==> src/rtl/oled_pkg.sv <==
// Shared opcodes, decoder state type and argument-count lookup for the OLED SPI sink.
package oled_pkg;

   localparam logic [7:0] OP_CONTRAST    = 8'h81;
   localparam logic [7:0] OP_CHARGE_PUMP = 8'h8D;
   localparam logic [7:0] OP_MUX_RATIO   = 8'hA8;
   localparam logic [7:0] OP_DISP_OFFSET = 8'hD3;
   localparam logic [7:0] OP_CLK_DIV     = 8'hD5;
   localparam logic [7:0] OP_PRECHARGE   = 8'hD9;
   localparam logic [7:0] OP_COM_PINS    = 8'hDA;
   localparam logic [7:0] OP_VCOMH       = 8'hDB;
   localparam logic [7:0] OP_ADDR_MODE   = 8'h20;
   localparam logic [7:0] OP_COL_RANGE   = 8'h21;
   localparam logic [7:0] OP_PAGE_RANGE  = 8'h22;
   localparam logic [7:0] OP_DISP_OFF    = 8'hAE;
   localparam logic [7:0] OP_DISP_ON     = 8'hAF;

   typedef enum logic [1:0] {
      ST_CMD  = 2'd0,
      ST_ARG1 = 2'd1,
      ST_ARG2 = 2'd2
   } dec_state_e;

   // Number of argument bytes that follow a command opcode.
   function automatic logic [1:0] arg_count(input logic [7:0] op);
      case (op)
         OP_CONTRAST, OP_CHARGE_PUMP, OP_MUX_RATIO, OP_DISP_OFFSET, OP_CLK_DIV,
         OP_PRECHARGE, OP_COM_PINS, OP_VCOMH, OP_ADDR_MODE: arg_count = 2'd1;
         OP_COL_RANGE, OP_PAGE_RANGE:                       arg_count = 2'd2;
         default:                                           arg_count = 2'd0;
      endcase
   endfunction

endpackage

==> src/rtl/oled_spi_sink_if.sv <==
// SPI pins, framebuffer read port and decoded-byte status of the OLED SPI sink.
interface oled_spi_sink_if #(parameter int AW = 9) ();

   logic          CS;
   logic          SCLK;
   logic          SDIN;
   logic          DC;
   logic [AW-1:0] RD_ADDR;
   logic [7:0]    RD_DATA;
   logic          BYTE_VALID;
   logic [7:0]    BYTE_DATA;
   logic          BYTE_IS_DATA;
   logic          DISP_ON;
   logic          FRAME_DONE;

   modport master (
      output CS, SCLK, SDIN, DC, RD_ADDR,
      input  RD_DATA, BYTE_VALID, BYTE_DATA, BYTE_IS_DATA, DISP_ON, FRAME_DONE
   );

   modport slave (
      input  CS, SCLK, SDIN, DC, RD_ADDR,
      output RD_DATA, BYTE_VALID, BYTE_DATA, BYTE_IS_DATA, DISP_ON, FRAME_DONE
   );

endinterface

==> src/rtl/oled_spi_deser.sv <==
// Synchronises the SPI pins into CLK and assembles MSB-first bytes; a byte pulses byte_vld
// SYNC_STAGES+1 cycles after its 8th SCLK rise. CS high drops any partial byte.
module oled_spi_deser #(
   parameter int SYNC_STAGES = 2
) (
   input  logic       CLK,
   input  logic       RST_N,
   input  logic       cs,
   input  logic       sclk,
   input  logic       sdin,
   input  logic       dc,
   output logic       byte_vld,
   output logic [7:0] byte_dat,
   output logic       byte_is_data
);

   // Each stage carries {cs, sclk, sdin, dc}.
   logic [SYNC_STAGES-1:0][3:0] sync_q, sync_d;
   logic       sclk_prev_q, sclk_prev_d;
   logic [2:0] bit_cnt_q, bit_cnt_d;
   logic [6:0] shift_q, shift_d;
   logic       byte_vld_q, byte_vld_d;
   logic [7:0] byte_dat_q, byte_dat_d;
   logic       byte_is_data_q, byte_is_data_d;
   logic       s_cs, s_sclk, s_sdin, s_dc, sclk_rise;

   always_comb begin
      sync_d[0] = {cs, sclk, sdin, dc};
      for (int i = 1; i < SYNC_STAGES; i++) sync_d[i] = sync_q[i-1];
      {s_cs, s_sclk, s_sdin, s_dc} = sync_q[SYNC_STAGES-1];
      sclk_rise      = s_sclk & ~sclk_prev_q;
      sclk_prev_d    = s_sclk;
      bit_cnt_d      = bit_cnt_q;
      shift_d        = shift_q;
      byte_vld_d     = 1'b0;
      byte_dat_d     = byte_dat_q;
      byte_is_data_d = byte_is_data_q;
      if (s_cs) begin
         bit_cnt_d = '0;
         shift_d   = '0;
      end else if (sclk_rise) begin
         shift_d   = {shift_q[5:0], s_sdin};
         bit_cnt_d = bit_cnt_q + 3'd1;
         if (bit_cnt_q == 3'd7) begin
            byte_vld_d     = 1'b1;
            byte_dat_d     = {shift_q, s_sdin};
            byte_is_data_d = s_dc;
         end
      end
   end

   always_ff @(posedge CLK or negedge RST_N) begin
      if (!RST_N) begin
         sync_q         <= '0;
         sclk_prev_q    <= 1'b0;
         bit_cnt_q      <= '0;
         shift_q        <= '0;
         byte_vld_q     <= 1'b0;
         byte_dat_q     <= '0;
         byte_is_data_q <= 1'b0;
      end else begin
         sync_q         <= sync_d;
         sclk_prev_q    <= sclk_prev_d;
         bit_cnt_q      <= bit_cnt_d;
         shift_q        <= shift_d;
         byte_vld_q     <= byte_vld_d;
         byte_dat_q     <= byte_dat_d;
         byte_is_data_q <= byte_is_data_d;
      end
   end

   assign byte_vld     = byte_vld_q;
   assign byte_dat     = byte_dat_q;
   assign byte_is_data = byte_is_data_q;

endmodule

==> src/rtl/oled_spi_sink.sv <==
// SPI display sink: command decode, page/column tracking and, with OLED_SINK_FB_EN, a framebuffer.
// Data lands in memory one cycle after BYTE_VALID; the SPI side has no backpressure.
module oled_spi_sink
   import oled_pkg::*;
#(
   parameter int COLS        = 128,
   parameter int PAGES       = 4,
   parameter int SYNC_STAGES = 2
) (
   input  logic            CLK,
   input  logic            RST_N,
   oled_spi_sink_if.slave  bus
);

   localparam int PW = (PAGES > 1) ? $clog2(PAGES) : 1;

   logic          byte_vld, byte_is_data;
   logic [7:0]    byte_dat;
   dec_state_e    state_q, state_d;
   logic [PW-1:0] page_q, page_d;
   logic [6:0]    col_q, col_d, col_eff;
   logic          disp_on_q, disp_on_d;
   logic          wr_pend_q, wr_pend_d;
   logic          last_col;

   oled_spi_deser #(.SYNC_STAGES(SYNC_STAGES)) u_deser (
      .CLK          (CLK),
      .RST_N        (RST_N),
      .cs           (bus.CS),
      .sclk         (bus.SCLK),
      .sdin         (bus.SDIN),
      .dc           (bus.DC),
      .byte_vld     (byte_vld),
      .byte_dat     (byte_dat),
      .byte_is_data (byte_is_data)
   );

   always_comb begin
      col_eff   = 7'(int'(col_q) % COLS);
      last_col  = (int'(col_eff) == COLS - 1);
      state_d   = state_q;
      page_d    = page_q;
      col_d     = col_q;
      disp_on_d = disp_on_q;
      wr_pend_d = byte_vld & byte_is_data;
      if (wr_pend_q) col_d = last_col ? 7'd0 : col_eff + 7'd1;
      // Data bytes never reach the decoder; argument bytes are swallowed unseen.
      if (byte_vld && !byte_is_data) begin
         case (state_q)
            ST_ARG2: state_d = ST_ARG1;
            ST_ARG1: state_d = ST_CMD;
            ST_CMD: begin
               case (arg_count(byte_dat))
                  2'd1:    state_d = ST_ARG1;
                  2'd2:    state_d = ST_ARG2;
                  default: state_d = ST_CMD;
               endcase
               if (byte_dat[7:3] == 5'b10110) page_d = PW'(int'(byte_dat[2:0]) % PAGES);
               else if (byte_dat[7:4] == 4'h0) col_d[3:0] = byte_dat[3:0];
               else if (byte_dat[7:4] == 4'h1) col_d[6:4] = byte_dat[2:0];
               else if (byte_dat == OP_DISP_ON) disp_on_d = 1'b1;
               else if (byte_dat == OP_DISP_OFF) disp_on_d = 1'b0;
            end
            default: state_d = ST_CMD;
         endcase
      end
   end

   always_ff @(posedge CLK or negedge RST_N) begin
      if (!RST_N) begin
         state_q   <= ST_CMD;
         page_q    <= '0;
         col_q     <= '0;
         disp_on_q <= 1'b0;
         wr_pend_q <= 1'b0;
      end else begin
         state_q   <= state_d;
         page_q    <= page_d;
         col_q     <= col_d;
         disp_on_q <= disp_on_d;
         wr_pend_q <= wr_pend_d;
      end
   end

   assign bus.BYTE_VALID   = byte_vld;
   assign bus.BYTE_DATA    = byte_dat;
   assign bus.BYTE_IS_DATA = byte_is_data;
   assign bus.DISP_ON      = disp_on_q;

`ifdef OLED_SINK_FB_EN
   localparam int DEPTH = COLS * PAGES;
   localparam int AW    = $clog2(DEPTH);

   logic [7:0]    mem [DEPTH];
   logic [7:0]    rd_data_q, rd_data_d;
   logic [7:0]    wr_dat_q, wr_dat_d;
   logic          frame_done_q, frame_done_d;
   logic [AW-1:0] wr_addr;

   always_comb begin
      wr_dat_d     = (byte_vld && byte_is_data) ? byte_dat : wr_dat_q;
      wr_addr      = AW'(int'(page_q) * COLS + int'(col_eff));
      frame_done_d = wr_pend_q && (int'(page_q) == PAGES - 1) && last_col;
      rd_data_d    = mem[bus.RD_ADDR];
   end

   // Contents survive reset; a read colliding with a write sees the old byte.
   always_ff @(posedge CLK) begin
      if (wr_pend_q) mem[wr_addr] <= wr_dat_q;
   end

   always_ff @(posedge CLK or negedge RST_N) begin
      if (!RST_N) begin
         rd_data_q    <= '0;
         wr_dat_q     <= '0;
         frame_done_q <= 1'b0;
      end else begin
         rd_data_q    <= rd_data_d;
         wr_dat_q     <= wr_dat_d;
         frame_done_q <= frame_done_d;
      end
   end

   assign bus.RD_DATA    = rd_data_q;
   assign bus.FRAME_DONE = frame_done_q;
`else
   logic unused_rd_addr;
   assign unused_rd_addr = ^bus.RD_ADDR;
   assign bus.RD_DATA    = '0;
   assign bus.FRAME_DONE = 1'b0;
`endif

endmodule

==> src/flat_wrapper.sv <==
// flat-port wrapper written by rule: the top's interface ports become plain ports
module oled_spi_sink_flat import oled_pkg::*;
#(
   parameter int COLS        = 128,
   parameter int PAGES       = 4,
   parameter int SYNC_STAGES = 2
)
  (CLK, RST_N, bus_CS, bus_SCLK, bus_SDIN, bus_DC, bus_RD_ADDR, bus_RD_DATA, bus_BYTE_VALID, bus_BYTE_DATA, bus_BYTE_IS_DATA, bus_DISP_ON, bus_FRAME_DONE);
  oled_spi_sink_if bus_i ();
  input  logic CLK;
  input  logic RST_N;
  input wire logic [$bits(bus_i.CS)-1:0] bus_CS;
  input wire logic [$bits(bus_i.SCLK)-1:0] bus_SCLK;
  input wire logic [$bits(bus_i.SDIN)-1:0] bus_SDIN;
  input wire logic [$bits(bus_i.DC)-1:0] bus_DC;
  input wire logic [$bits(bus_i.RD_ADDR)-1:0] bus_RD_ADDR;
  output wire logic [$bits(bus_i.RD_DATA)-1:0] bus_RD_DATA;
  output wire logic [$bits(bus_i.BYTE_VALID)-1:0] bus_BYTE_VALID;
  output wire logic [$bits(bus_i.BYTE_DATA)-1:0] bus_BYTE_DATA;
  output wire logic [$bits(bus_i.BYTE_IS_DATA)-1:0] bus_BYTE_IS_DATA;
  output wire logic [$bits(bus_i.DISP_ON)-1:0] bus_DISP_ON;
  output wire logic [$bits(bus_i.FRAME_DONE)-1:0] bus_FRAME_DONE;
  assign bus_i.CS = bus_CS;
  assign bus_i.SCLK = bus_SCLK;
  assign bus_i.SDIN = bus_SDIN;
  assign bus_i.DC = bus_DC;
  assign bus_i.RD_ADDR = bus_RD_ADDR;
  assign bus_RD_DATA = bus_i.RD_DATA;
  assign bus_BYTE_VALID = bus_i.BYTE_VALID;
  assign bus_BYTE_DATA = bus_i.BYTE_DATA;
  assign bus_BYTE_IS_DATA = bus_i.BYTE_IS_DATA;
  assign bus_DISP_ON = bus_i.DISP_ON;
  assign bus_FRAME_DONE = bus_i.FRAME_DONE;
  oled_spi_sink #(.COLS(COLS), .PAGES(PAGES), .SYNC_STAGES(SYNC_STAGES)) u_core (.CLK(CLK), .RST_N(RST_N), .bus(bus_i));
endmodule
==> config.mk <==
export PLATFORM = sky130hd
export DESIGN_NAME = oled_spi_sink_flat
export DESIGN_NICKNAME = d
export VERILOG_FILES = /design/src/rtl/oled_pkg.sv /design/src/rtl/oled_spi_sink_if.sv /design/src/rtl/oled_spi_deser.sv /design/src/rtl/oled_spi_sink.sv /design/src/flat_wrapper.sv
export SDC_FILE = /design/constraint.sdc
export NUM_CORES = 1
export LEC_CHECK = 0
export BUFFER_PORTS_ARGS = -buffer_cell sky130_fd_sc_hd__buf_4
export CORE_UTILIZATION = 45
export CTS_BUF_LIST = sky130_fd_sc_hd__clkbuf_2
export DETAILED_ROUTE_END_ITERATION = 7
export GPL_ROUTABILITY_DRIVEN = 0
export PLACE_DENSITY = 0.7
export SYNTH_ARGS = -nofsm -noshare
export SYNTH_HDL_FRONTEND = slang
export SYNTH_SLANG_ARGS = --single-unit
==> constraint.sdc <==
create_clock -name CLK -period 4 [get_ports CLK]
set_clock_uncertainty 0.2 [all_clocks]
set_input_delay 1.2 -clock CLK [delete_from_list [all_inputs] [get_ports CLK]]
set_output_delay 1.2 -clock CLK [all_outputs]
set_load 0.01 [all_outputs]
## Word-level counts from Yosys, hierarchy flattened

Cells that the tools add are included.

- Input bits: 15
- Bits in registers: 32
- Output and inout bits: 20
- Logic and storage cells: 60

- Bitwise gates (word level): 6
- Equality and inequality tests: 19
- Reductions and logical operators: 10
- $add $sub $neg: 1
- Muxes and demuxes: 14

Operator list:

| kind | count |
|---|---|
| $eq A8 B8 Y1 const B | 10 |
| $eq A8 B6 Y1 const B | 3 |
| $mux W7 | 2 |
| $pmux W2 S2 | 3 |
| $reduce_or A9 Y1 | 1 |
| $mux W3 | 2 |
| $reduce_and A6 Y1 | 1 |
| $eq A5 B5 Y1 const B | 1 |
| $mux W1 | 5 |
| $not A1 Y1 | 5 |
| $eq A2 B2 Y1 const B | 2 |
| $eq A4 B1 Y1 const B | 1 |
| $logic_not A4 Y1 | 1 |
| $mux W2 | 2 |
| $reduce_bool A2 Y1 | 2 |
| $add A3 B1 Y3 const B | 1 |
| $eq A3 B3 Y1 const B | 1 |
| $reduce_and A3 Y1 | 1 |
| $eq A2 B1 Y1 const B | 1 |
| $logic_not A2 Y1 | 1 |
| $reduce_or A2 Y1 | 1 |
| $and A1 B1 Y1 | 1 |
| $logic_and A1 B1 Y1 | 1 |
| $logic_not A1 Y1 | 1 |

## Depth between registers and ports, before layout

- Depth in word-level cells: 8
- Depth in mapped cells: 6
- Gate-level depth less buffers: 5

## Hierarchy

A second synthesis with hierarchy kept.

- Cells, all modules: 113
- Area total of the unflattened synthesis: 1365.1 um^2

By module, submodules not included:

| module | times used | seq. area each (um^2) | cells each | area each (um^2) |
|---|---|---|---|---|
| oled_spi_deser | 1 | 725.7 | 76 | 1043.5 |
| oled_spi_sink | 1 | 75.1 | 37 | 321.6 |

## Worst setup path before layout

Ideal clock, no wire load.

- Kind: register -> output
- Start: register u_core.u_deser.byte_dat_q[3], in the netlist u_core.u_deser.byte_dat[3]
- End: output port bus_BYTE_DATA[3]
- Buffers on the path: 0
- Data required time: 2600 ps
- Cell stages (with the launch flop): 1
- Setup slack: 2139 ps
- Arrival time: 461 ps
- Cells stage by stage: dfrtp_1

RTL lines:

| element | line | RTL |
|---|---|---|
| start, declared | oled_spi_deser.sv:23 | `logic [7:0] byte_dat_q, byte_dat_d;` |
| start signal, assigned | oled_spi_deser.sv:67 | `byte_dat_q <= byte_dat_d;` |
| end, declared | flat_wrapper.sv:19 | `output wire logic [$bits(bus_i.BYTE_DATA)-1:0] bus_BYTE_DATA;` |

No word-level cell between the ends.

## Final worst setup path

- Start: register u_core.u_deser.byte_dat_q[3], in the netlist u_core.u_deser.byte_dat[3]
- End: output port bus_BYTE_DATA[3]

No word-level cell between the ends.

==> results by group <==
Yosys
  • Sequential element share of the synthesized area: 0.570
  • Flops & latches, synth: 32
  • Synth warnings: 0
  • Post-Syn Area per Cell: 11.8 µm²
  • Gate count after technology mapping: 119
  • Area of the mapped netlist: 1410 µm²
  • Synth unique cells: 32

Power
  • Power Dens Cells: 330 nW/µm²
  • Lkg Pwr: 0.736 nW
  • Peak supply drop: 0.000219 V

Finish
  • Fin util: 0.539
  • Fill cell count: 263
  • Nets@finish: 154
  • Layout cells sized above 1: 0.254
  • Layout area overhead: 9.35%
  • Most common cell after layout, fill and taps aside: dfrtp_1
  • Layout Cells excl Fill: 169
  • Ant diodes: 0
  • Register area: 801 µm²
  • Most frequent cells in the layout: 32 x dfrtp_1, 23 x nand2_1, 16 x buf_4
  • Area of the multi-input gates: 528 µm²

Placement
  • Placed Cells: 161
  • Detailed Place HPWL: 1530 µm
  • Port buffer count: 16

Worst setup path
  • Critical path class: reg -> out
  • Slowest cell on crit path: dfrtp_1
  • Delay of the slowest cell on the worst path: 0.52 ns
  • Worst Path Buf+Inv: 1
  • Reg-to-reg endpoint: u_core.u_deser.byte_is_data
  • Crit start category: register
  • Critical Path End Type: output pin
  • WP data required: 2.60 ns
  • Reg2Reg Depth: 4
  • Critical-path cell list: buf_4
  • Reg2reg start: u_core.u_deser.bit_cnt_q[0]
  • Reg-to-reg setup timing slack: 2.06 ns
  • CP top delay family: flip-flops
  • Worst-path maximum fanout: 8
  • CP arrival: 1.05 ns

Routing
  • Avg WL per Cell: 12.9 µm
  • DR iter-0 viols: 49
  • DR DRC count: 7
  • DR pass1 iterations: 6
  • Via count: 867
  • Final wirelength: 2190 µm
  • Vias/cell: 5.13
  • Final ANT Viol Nets: 0

STA
  • RSZ-0062 raised after global routing: false
  • Fmax: 407 MHz
  • Rel. slew slack: 0.581
  • Fin Setup TNS: 0 ns
  • Fin. Hold Viols: 0
  • Fin crit share: 0.614
  • Slew @ Worst Pin: 0.628 ns
  • Hold Slack: 0.169 ns
  • Slew Viols, Final: 0
  • Final setup violation count: 0
  • Period minus WS final: 2.45 ns

Floorplan
  • DIE AREA: 3350 µm²
  • Initial Util: 0.493
  • Die width: 57.9 µm
  • Core area: 2850 µm²
  • Die height: 57.9 µm
  • Row count: 19
  • Io pins: 35

Clock tree
  • Num Clock Sinks: 32
  • CTS tree: done
  • Skew-Pair Late Insertion Delay: 0.37 ns
  • H-Tree Depth: 2
  • Clk slew on worst S/H paths: 0.16 ns
  • Clock root buffer: clkbuf_2
  • CTS resizes: 0
  • Worst-case clock buffer depth: 2
  • Setup bufs post-CTS: 0
  • Cts hold-fix bufs: 0
  • CTS Buf Count: 5

Min path
  • Hold path start: u_core.u_deser.sync_d[5]
  • Cell depth of the worst min-delay path: 0
  • Endpoint, Worst Hold: u_core.u_deser.s_sdin
  • HP Class: reg -> reg

Status
  • Status: finished with violations
  • Failing checks: DRC

GRT
  • Initial antenna violation count: 0
  • Vias in the first global route: 820
  • Largest net degree at the start of global routing: 33
  • GRT Resource Usage Total: 0.158
  • First-pass GRT wire length: 3800 µm
  • Remaining Overflow, GRT: 0

Run
  • Max Cap Viol: 0
-- flip-flops by register name, indices dropped and copies added, names as in the netlist --
name and cells:
u_core.u_deser.byte_dat 8, u_core.u_deser.bit_cnt_q 3, u_core.u_deser.s_sclk 1, u_core.bus.DISP_ON 1, u_core.state_q 2, u_core.u_deser.byte_vld 1
u_core.u_deser.s_cs 1, u_core.u_deser.byte_is_data 1, u_core.u_deser.s_dc 1, u_core.u_deser.sclk_prev_q 1, u_core.u_deser.s_sdin 1, u_core.u_deser.shift_q 7
u_core.u_deser.sync_d 4
-- worst max path at each step --
stage | endpoint | startpoint | slack (ns) | depth (start not counted)
finish | bus_BYTE_DATA[3] | u_core.u_deser.byte_dat[3] | 1.55 | 1
global route | bus_BYTE_DATA[1] | u_core.u_deser.byte_dat[1] | 1.46 | 1
CTS | bus_BYTE_DATA[1] | u_core.u_deser.byte_dat[1] | 1.53 | 1
detailed placement | bus_BYTE_DATA[3] | u_core.u_deser.byte_dat[3] | 1.95 | 1
global placement | bus_BYTE_DATA[1] | u_core.u_deser.byte_dat[1] | 1.97 | 1
floorplan | bus_BYTE_DATA[3] | u_core.u_deser.byte_dat[3] | 2.14 | 0
-- per-layer routing --
| layer | vias to the layer above | part of all wire | track usage |
|---|---|---|---|
| met3 | 6 | 0.069 | 0.0670 |
| met1 | 406 | 0.45 | 0.207 |
| met2 | 39 | 0.46 | 0.228 |
| li1 | 416 | - | - |
| met4 | 0 | 0.018 | 0.0748 |
| met5 | - | 0 | 0 |
-- cell type report --
class,instances,area share
flip-flops and latches,32,0.521
multi-input cells,80,0.344
repair buffers,16,0.0782
well taps,31,0.0252
clock buffers,6,0.0195
clock inverters,2,0.00733
inverters,2,0.00489
-- cells in the mapped netlist --
cell type	n	share of area
a22oi_1	1	0.0053
nand2_1	23	0.061
conb_1	1	0.0027
mux2_4	5	0.053
mux2_2	3	0.024
nand2b_1	1	0.0045
buf_2	1	0.0036
a32oi_1	1	0.0062
a21oi_1	9	0.032
nor2_1	2	0.0053
a31oi_1	1	0.0045
nand2b_4	1	0.0098
nor2b_1	3	0.013
nor4b_2	1	0.011
inv_1	2	0.0053
nand3_1	1	0.0036
dfrtp_1	32	0.57
and2b_1	1	0.0053
nor3b_4	1	0.013
o21ai_0	4	0.014
ha_1	2	0.018
xnor2_1	3	0.019
nand4_1	2	0.0089
nor3b_2	1	0.0089
buf_4	9	0.048
o41ai_1	1	0.0062
buf_6	2	0.016
nor4_1	1	0.0045
and4b_1	1	0.0071
clkbuf_1	1	0.0027
maj3_1	1	0.0071
a21o_1	1	0.0053
-- worst reg2reg max path: cells and delay by family, from the launching register on --
kind | cells | cell delay [ns]
multiplexers | 1 | 0.41
adder cells (fa/ha/maj) | 2 | 0.28
AND/OR/NAND/NOR | 1 | 0.55
flip-flops | 1 | 0.40
-- through the flow --
stage / setup slack [ns] / total power (W) / cell area, µm²
final: 1.55 / 0.000507 / 1540
after detailed placement: 1.95 / 0.000363 / 1500
after floorplan: 2.14 / 0.000359 / 1440
after global routing: 1.46 / 0.000533 / 1540
after global placement: 1.97 / 0.000362 / 1500
after CTS: 1.53 / 0.000511 / 1540
-- kinds of logic after synthesis --
family,count (synthesis),share of synthesized area
flops,32,0.570
simple gates,39,0.157
fa+ha+maj,3,0.0249
other cells,1,0.00267
xor+xnor,3,0.0187
buf+inv,15,0.0757
mux,8,0.0775
compound gates,18,0.0739
-- power by group --
| part | internal, W | leakage [nW] | switching [W] |
|---|---|---|---|
| combinational | 0.00000647 | 0.284 | 0.0000150 |
| clock | 0.0000437 | 0.0266 | 0.000107 |
| sequential | 0.000330 | 0.425 | 0.00000507 |
| total | 0.000380 | 0.736 | 0.000127 |
(Power assumes the default switching activity.)
